File: src/rtl/rf_ctrl_pkg.sv
// rf_ctrl_pkg
// Shared constants for the register-file write-back controller:
//   XLEN   - default write-data width
//   NREG   - default architectural register count
//   IDX_W  - register index width (log2 of NREG)
//   gnt_e  - arbiter grant encoding (GNT_ALU=0, GNT_LD=1)
package rf_ctrl_pkg;

  localparam int XLEN  = 32;
  localparam int NREG  = 32;
  localparam int IDX_W = $clog2(NREG);

  typedef enum logic {
    GNT_ALU = 1'b0,
    GNT_LD  = 1'b1
  } gnt_e;

  // One-hot request/grant vector position for a grant code: bit0=ALU, bit1=LD.
  function automatic logic [1:0] gnt_onehot(gnt_e g);
    return (g == GNT_LD) ? 2'b10 : 2'b01;
  endfunction

endpackage

File: src/rtl/rr_arb2.sv
// rr_arb2
// Two-input round-robin arbiter with a 1-bit last-grant pointer.
// Ports:
//   clk, rst_n - clock and synchronous active-low reset
//   req[1:0]   - requests (bit0 = ALU, bit1 = load)
//   accept     - the current grant was taken (handshake completed)
//   gnt[1:0]   - combinational one-hot grant
//   ptr        - last requester granted (GNT_ALU after reset)
module rr_arb2
  import rf_ctrl_pkg::*;
(
  input  logic       clk,
  input  logic       rst_n,
  input  logic [1:0] req,
  input  logic       accept,
  output logic [1:0] gnt,
  output logic       ptr
);

  gnt_e ptr_q;

  // Pointer only moves when a grant is actually consumed, so a requester
  // that drops valid before being accepted does not lose its turn.
  always_ff @(posedge clk) begin
    if (!rst_n) begin
      ptr_q <= GNT_ALU;
    end else if (accept) begin
      ptr_q <= gnt[1] ? GNT_LD : GNT_ALU;
    end
  end

  // On a tie the side that did not win last time is granted.
  always_comb begin
    gnt = 2'b00;
    case (req)
      2'b01:   gnt = 2'b01;
      2'b10:   gnt = 2'b10;
      2'b11:   gnt = (ptr_q == GNT_ALU) ? gnt_onehot(GNT_LD) : gnt_onehot(GNT_ALU);
      default: gnt = 2'b00;
    endcase
  end

  assign ptr = ptr_q;

endmodule

File: src/rtl/regfile_wb_ctrl.sv
// regfile_wb_ctrl
// Write-back controller for a register file: arbitrates ALU and load
// write-back requests onto a single registered write port and keeps a busy
// scoreboard of destinations that have been issued but not yet written.
// Ports:
//   clk, rst_n                      - clock, synchronous active-low reset
//   alu_valid/rd/wd, alu_ready      - ALU write-back request handshake
//   ld_valid/rd/wd, ld_ready        - load write-back request handshake
//   wb_we, wb_a3, wb_wd             - registered register-file write port
//   iss_valid, iss_rd, iss_ready    - destination reservation at issue
//   rs1, rs2, rs1_busy, rs2_busy    - source-operand busy queries
//   flush                           - drop all pending destinations
//   wb_err                          - sticky: write-back to a non-busy register
module regfile_wb_ctrl #(
  parameter int XLEN = rf_ctrl_pkg::XLEN,
  parameter int NREG = rf_ctrl_pkg::NREG
) (
  input  logic            clk,
  input  logic            rst_n,
  input  logic            alu_valid,
  input  logic [4:0]      alu_rd,
  input  logic [XLEN-1:0] alu_wd,
  output logic            alu_ready,
  input  logic            ld_valid,
  input  logic [4:0]      ld_rd,
  input  logic [XLEN-1:0] ld_wd,
  output logic            ld_ready,
  output logic            wb_we,
  output logic [4:0]      wb_a3,
  output logic [XLEN-1:0] wb_wd,
  input  logic            iss_valid,
  input  logic [4:0]      iss_rd,
  output logic            iss_ready,
  input  logic [4:0]      rs1,
  input  logic [4:0]      rs2,
  output logic            rs1_busy,
  output logic            rs2_busy,
  input  logic            flush,
  output logic            wb_err
);

  import rf_ctrl_pkg::*;

  localparam int IW = $clog2(NREG);

  logic [1:0]      req;
  logic [1:0]      gnt;
  logic            last_gnt;
  logic            accept;
  logic [4:0]      acc_rd;
  logic [XLEN-1:0] acc_wd;
  logic            acc_nonzero;
  logic            set_en;
  logic [NREG-1:0] busy;
  logic [NREG-1:0] busy_next;

  assign req = {ld_valid, alu_valid};

  rr_arb2 u_arb (
    .clk    (clk),
    .rst_n  (rst_n),
    .req    (req),
    .accept (accept),
    .gnt    (gnt),
    .ptr    (last_gnt)
  );

  // Readies are gated by reset so nothing is accepted while rst_n is low.
  assign alu_ready = gnt[0] & rst_n;
  assign ld_ready  = gnt[1] & rst_n;
  assign accept    = (alu_valid & alu_ready) | (ld_valid & ld_ready);

  assign acc_rd      = gnt[1] ? ld_rd : alu_rd;
  assign acc_wd      = gnt[1] ? ld_wd : alu_wd;
  assign acc_nonzero = accept && (acc_rd != 5'd0);

  assign iss_ready = rst_n & ((iss_rd == 5'd0) | ~busy[iss_rd[IW-1:0]]);
  assign set_en    = iss_valid & iss_ready & (iss_rd != 5'd0) & ~flush;

  assign rs1_busy = busy[rs1[IW-1:0]];
  assign rs2_busy = busy[rs2[IW-1:0]];

  // Clear then set, so a set wins a same-register collision; flush wipes
  // everything. Register 0 can never become busy.
  always_comb begin
    busy_next = busy;
    if (acc_nonzero) begin
      busy_next[acc_rd[IW-1:0]] = 1'b0;
    end
    if (set_en) begin
      busy_next[iss_rd[IW-1:0]] = 1'b1;
    end
    if (flush) begin
      busy_next = '0;
    end
    busy_next[0] = 1'b0;
  end

  // Write port register, scoreboard and sticky error flag. A write to x0
  // still completes its handshake but never raises wb_we.
  always_ff @(posedge clk) begin
    if (!rst_n) begin
      wb_we  <= 1'b0;
      wb_a3  <= 5'd0;
      wb_wd  <= '0;
      busy   <= '0;
      wb_err <= 1'b0;
    end else begin
      wb_we <= acc_nonzero;
      if (accept) begin
        wb_a3 <= acc_rd;
        wb_wd <= acc_wd;
      end
      busy <= busy_next;
      if (acc_nonzero && !busy[acc_rd[IW-1:0]]) begin
        wb_err <= 1'b1;
      end
    end
  end

  // Issue and write-back to the same register in one cycle should never
  // happen; a tie must also always go to the side that did not win last.
  always_ff @(posedge clk) begin
    if (rst_n) begin
      assert (!(set_en && acc_nonzero && (iss_rd == acc_rd)));
      assert ((req != 2'b11) || gnt[~last_gnt]);
    end
  end

endmodule

File: config.mk
export PLATFORM = sky130hd
export DESIGN_NAME = regfile_wb_ctrl
export DESIGN_NICKNAME = d
export VERILOG_FILES = /design/src/rtl/rf_ctrl_pkg.sv /design/src/rtl/rr_arb2.sv /design/src/rtl/regfile_wb_ctrl.sv
export SDC_FILE = /design/constraint.sdc
export NUM_CORES = 1
export LEC_CHECK = 0
export CAP_MARGIN = 20
export CORE_UTILIZATION = 46
export DETAILED_ROUTE_END_ITERATION = 7
export PLACE_DENSITY = 0.81
export SLEW_MARGIN = 10
export SYNTH_ARGS = -nofsm -noshare
export SYNTH_HDL_FRONTEND = slang
export SYNTH_SLANG_ARGS = --single-unit
File: constraint.sdc
create_clock -name clk -period 3.4 [get_ports clk]
set_clock_uncertainty 0.05 [all_clocks]
set_input_delay 0.68 -clock clk [delete_from_list [all_inputs] [get_ports clk]]
set_output_delay 0.68 -clock clk [all_outputs]
set_load 0.1 [all_outputs]
After elaboration in Yosys (flattened, before gate mapping)
Cells that the tools add are included.
{"block": "op_classes", "n_eq_ne": 3, "mux": 19, "bitwise": 16, "reduce_logical": 9, "magnitude_cmp": 6}
{"cell": "two-way mux 32 bit", "n": 3}
{"cell": "bitwise AND 32 bit", "n": 1}
{"cell": "inverter 32 bit", "n": 1}
{"cell": "OR 32 bit", "n": 1}
{"cell": "< comparator 5 x 6 -> 1 bit (second input constant)", "n": 4}
{"cell": "binary-select mux 1 bit (select 5 bit)", "n": 4}
{"cell": "demux 1 bit (select 5 bit)", "n": 2}
{"cell": ">= comparator 5 x 1 -> 1 bit (second input constant)", "n": 2}
{"cell": "nonzero test 5 bit", "n": 2}
{"cell": "bitwise AND 1 bit", "n": 8}
{"cell": "two-way mux 1 bit", "n": 7}
{"cell": "case mux 2 bit (3 select lines)", "n": 1}
{"cell": "logical NOT 5 bit", "n": 1}
{"cell": "two-way mux 5 bit", "n": 1}
{"cell": "== test 2 bit (second input constant)", "n": 2}
{"cell": "logical AND 1 bit", "n": 4}
{"cell": "inverter 1 bit", "n": 3}
{"cell": "== test 2 x 1 -> 1 bit (second input constant)", "n": 1}
{"cell": "two-way mux 2 bit", "n": 1}
{"cell": "OR 1 bit", "n": 2}
{"cell": "OR reduction 2 bit", "n": 1}
{"cell": "logical NOT 1 bit", "n": 1}
{"block": "totals", "out_inout_bits": 44, "in_bits": 95, "reg_bits": 72}

Longest topological paths before layout
{"block": "logic_depth", "word_depth": 12, "mapped_depth": 8}

By module
From an unflattened synthesis, not the netlist that was laid out.
{"block": "hier_totals", "cells_unflattened": 425, "hier_area_um2": 4322.9}
{"module": "regfile_wb_ctrl", "area_per_inst_um2": 4262.8, "cells_each": 419, "instances": 1}
{"module": "rr_arb2", "area_per_inst_um2": 60.1, "cells_each": 6, "instances": 1}

Worst setup path after synthesis
Ideal clock, no wire load.
{"block": "synth_path", "path_kind": "input -> output", "from": "input port alu_valid", "to": "output port ld_ready", "cell_stages": 5, "t_required_ps": 2670, "path_slack_ps": -97, "arrival_ps": 2767, "path_buffers": 3, "cell_sequence": "clkbuf_1 o21ai_0 clkbuf_1 clkbuf_1 nor2_1"}
{"block": "synth_between", "elab_chain_cells": 3, "elab_cells_between_ends": 5}
{"item": "from (decl)", "line_no": "regfile_wb_ctrl.sv:20", "source": "input logic alu_valid,"}
{"item": "== test 2 bit / == test 2 x 1 -> 1 bit (equally long branches)", "line_no": "rr_arb2.sv:35", "source": "case (req)"}
{"item": "case mux 2 bit (3 select lines) (*)", "line_no": "rr_arb2.sv:35"}
{"item": "bitwise AND 1 bit (*)", "line_no": "regfile_wb_ctrl.sv:70", "source": "assign ld_ready = gnt[1] & rst_n;"}
{"item": "to (decl)", "line_no": "regfile_wb_ctrl.sv:27", "source": "output logic ld_ready,"}
Every way passes the cells marked *; elsewhere a longest branch is shown, timed or not.

Final worst setup path
{"block": "layout_path", "from": "input port rs2[0]", "to": "output port rs2_busy"}
{"block": "layout_between", "elab_chain_cells": 2}
{"item": "from (decl)", "line_no": "regfile_wb_ctrl.sv:35", "source": "input logic [4:0] rs2,"}
{"item": "binary-select mux 1 bit (select 5 bit)", "line_no": "regfile_wb_ctrl.sv:81", "source": "assign rs2_busy = busy[rs2[IW-1:0]];"}
{"item": "two-way mux 1 bit (not written as such)", "line_no": "regfile_wb_ctrl.sv:81"}
{"item": "to (decl)", "line_no": "regfile_wb_ctrl.sv:37", "source": "output logic rs2_busy,"}
Every way passes these cells. The select of a mux whose other input is x is not followed.

==> impl_metrics.toml <==
[cells_and_area]
fin_cells = 694
layout_commonest_cell = "clkdlybuf4s50_1"
nets = 676
drive_above_1_share_pct = 22.18
layout_common_cells = "95 x clkdlybuf4s50_1, 71 x dfxtp_1, 70 x o21ai_0"
n_fill_cell = 650
diodes = 0
area_growth_pct = 44.45

[detailed_routing]
ant_nets = 0
vias = 4433
drtIter0Drc = 337
drt_wl_total_um = 14410
drc_errors = 0
dr.pass1.iters = 5
wl_per_cell_um = 20.76
viasPerCell = 6.388

[logic_synthesis]
async_flop_share_pct = 0
synth_nets = 533
postSynthAreaPerCell_um2 = 9.441
yosys_register_bits = 71
ys.flop_type = "dfxtp_1"
synth.distinct_cells = 48
ys_seq_area_share_pct = 34.37
synth_warnings = 0
netlist_area_um2 = 4135
syn_inst = 438
synth_edf_count = 0

[floorplan]
fp.dieW_um = 96.82
core-area_um2 = 8721
die_area_um2 = 9373
fp-row-count = 34
die_height_um = 96.82
start_util_pct = 47.42
pin_count = 139

[setup_path]
critPathMaxFanout = 4
startpoint = "rs2[0]"
crit_type = "primary input to output pin"
critPathCaptureType = "output pin"
start_kind = "primary input"
crit_arrival_ps = 2620
crit_path_end = "rs2_busy"
timing.rr.end = "busy[8]"
cp.required_ps = 2670
r2r_setup_slack_ps = 970
r2r_start = "busy[17]"
worst_r2r_path_depth = 7

[cts]
clkTransAtPathRegs_ps = 80
clock_sinks = 71
cts_tree = "done"
numCtsBuffers = 9
htree_num_levels = 3
root_buffer = "clkbuf_8"
cts_setup_buffers = 0
insertion_delay_ps = 360
cts_buffer_depth = 2

[pwr]
p_leak_nw = 2.248
power.total_mw = 2.319
vdd_drop_max_uv = 223.2
power_density_nw_per_um2 = 388.3

[job]
maxCapViolations = 0

[global_route]
grt_max_degree = 36
grt_pass1_wl_um = 22600
grt_pass1_vias = 4140
antenna_found_initial = 0
grt_use_total_pct = 30.91
grt.overflow.total = 0

[run_status]
status = "completed"

[timing]
period_minus_slack_ps = 3350
slew_violations = 0
timing_hold_violations_final = 0
fmaxAchievable_ghz = 0.2985
finalSetupViolCount = 0
rsz0062_at_grt = "no"
whs_ps = 408.0
maxSlewHeadroom_pct = 34.34
final.period_utilization_pct = 98.52
setup_slack_ps = 50.30
tightest_slew_ps = 981.9

[placement]
dp_cells = 677
pre_cts_ws_ps = -233.8
portBuffers = 138
place_congestion = 0.9776
dp_hpwl_um = 10390

[min_path]
hold_path_class = "flip-flop to flip-flop"
-- sequential cells by signal, indices dropped and copies added, names as in the netlist --
| signal | flops |
|---|---|
| busy | 31 |
| wb_wd | 32 |
| u_arb.ptr | 1 |
| wb_a3 | 5 |
| wb_err | 1 |
| wb_we | 1 |
-- layout make-up --
cell class / count / area (um2) / share of cell area, %
Clock inverter: 6 / 68.82 / 1.152
Multi-Input combinational cell: 329 / 2581 / 43.21
Sequential cell: 71 / 1421 / 23.80
Timing Repair Buffer: 169 / 1635 / 27.38
Inverter: 1 / 3.754 / 0.06284
Clock buffer: 10 / 127.6 / 2.137
Tap cell: 108 / 135.1 / 2.262
-- through the flow --
step	TNS (ps)	utilization (%)	area, um2
3_3_place_gp	-396.6	65.85	5743
3_5_place_dp	-461.8	65.85	5743
5_1_grt	0	68.49	5973
6_report	0	68.49	5973
2_1_floorplan	0	-	4138
4_1_cts	0	68.42	5967
-- worst min path at each step --
| stage | from | endpoint | slack (ps) | depth (start not counted) |
|---|---|---|---|---|
| after floorplan | u_arb.ptr | u_arb.ptr | 420 | 1 |
| after global placement | wb_wd[27] | wb_wd[27] | 380 | 2 |
| after detailed placement | wb_wd[14] | wb_wd[14] | 390 | 2 |
| after CTS | wb_wd[30] | wb_wd[30] | 410 | 2 |
| after global routing | wb_wd[14] | wb_wd[14] | 430 | 2 |
| final | wb_wd[30] | wb_wd[30] | 410 | 2 |
-- cells in the mapped netlist (2+ instances only) --
| cell type | count | area, um2 |
|---|---|---|
| nor4_1 | 2 | 12.51 |
| nand3b_1 | 4 | 30.03 |
| a21oi_1 | 7 | 35.03 |
| mux2i_1 | 17 | 170.2 |
| dfxtp_1 | 71 | 1421 |
| nor2_1 | 8 | 30.03 |
| nand2b_1 | 6 | 37.54 |
| mux2_2 | 10 | 112.6 |
| mux4_1 | 7 | 183.9 |
| nand3_1 | 5 | 25.02 |
| buf_2 | 2 | 10.01 |
| o311ai_0 | 2 | 17.52 |
| or3_1 | 4 | 25.02 |
| nand2_1 | 60 | 225.2 |
| mux4_2 | 25 | 563.0 |
| o31ai_1 | 2 | 15.01 |
| o211ai_1 | 21 | 157.7 |
| o22ai_1 | 41 | 256.5 |
| nand4_1 | 3 | 18.77 |
| clkbuf_1 | 31 | 116.4 |
| and3b_1 | 3 | 26.28 |
| or3b_2 | 2 | 17.52 |
| o21ai_0 | 71 | 355.3 |
| a211oi_1 | 4 | 30.03 |
| nor3b_1 | 3 | 22.52 |
| and2_1 | 2 | 12.51 |
| buf_1 | 3 | 11.26 |
| nor2b_1 | 2 | 12.51 |
-- timing repair --
item / CTS / global route
setup endpoints to repair: 3 / 2
resized for setup: 4 / 6
cloned: 1 / 0
hold buffers: 0 / 0
-- worst max-delay path, stage by stage --
cell and delay, ps:
clkdlybuf4s15_1 250, bufbuf_16 280, mux4_2 470, mux4_2 450
mux2_2 310, buf_12 170
-- report_power, final --
| group | internal (mW) | switching (mW) |
|---|---|---|
| Combinational | 0.257 | 0.481 |
| Clock | 0.344 | 0.341 |
| Sequential | 0.872 | 0.0239 |
| Total | 1.47 | 0.847 |
-- cell families (layout without fill, tap and decap cells) --
kind of cell | count (synthesis) | in the layout | share of synthesized area [%]
AO/OA/AOI/OAI | 160 | 160 | 23.75
multiplexers | 59 | 59 | 24.90
AND/OR/NAND/NOR | 110 | 110 | 13.22
flip-flops | 71 | 71 | 34.37
buffers and inverters | 38 | 186 | 3.752
-- metal layers --
metal | vias up | GRT usage, % | share of wire (%)
met1 | 2068 | 38.17 | 38
li1 | 2002 | - | -
met5 | - | 0 | 0
met4 | 0 | 13.78 | 3.8
met2 | 316 | 48.81 | 47
met3 | 47 | 10.62 | 11
Note: power is estimated with default switching activity, not from simulation.
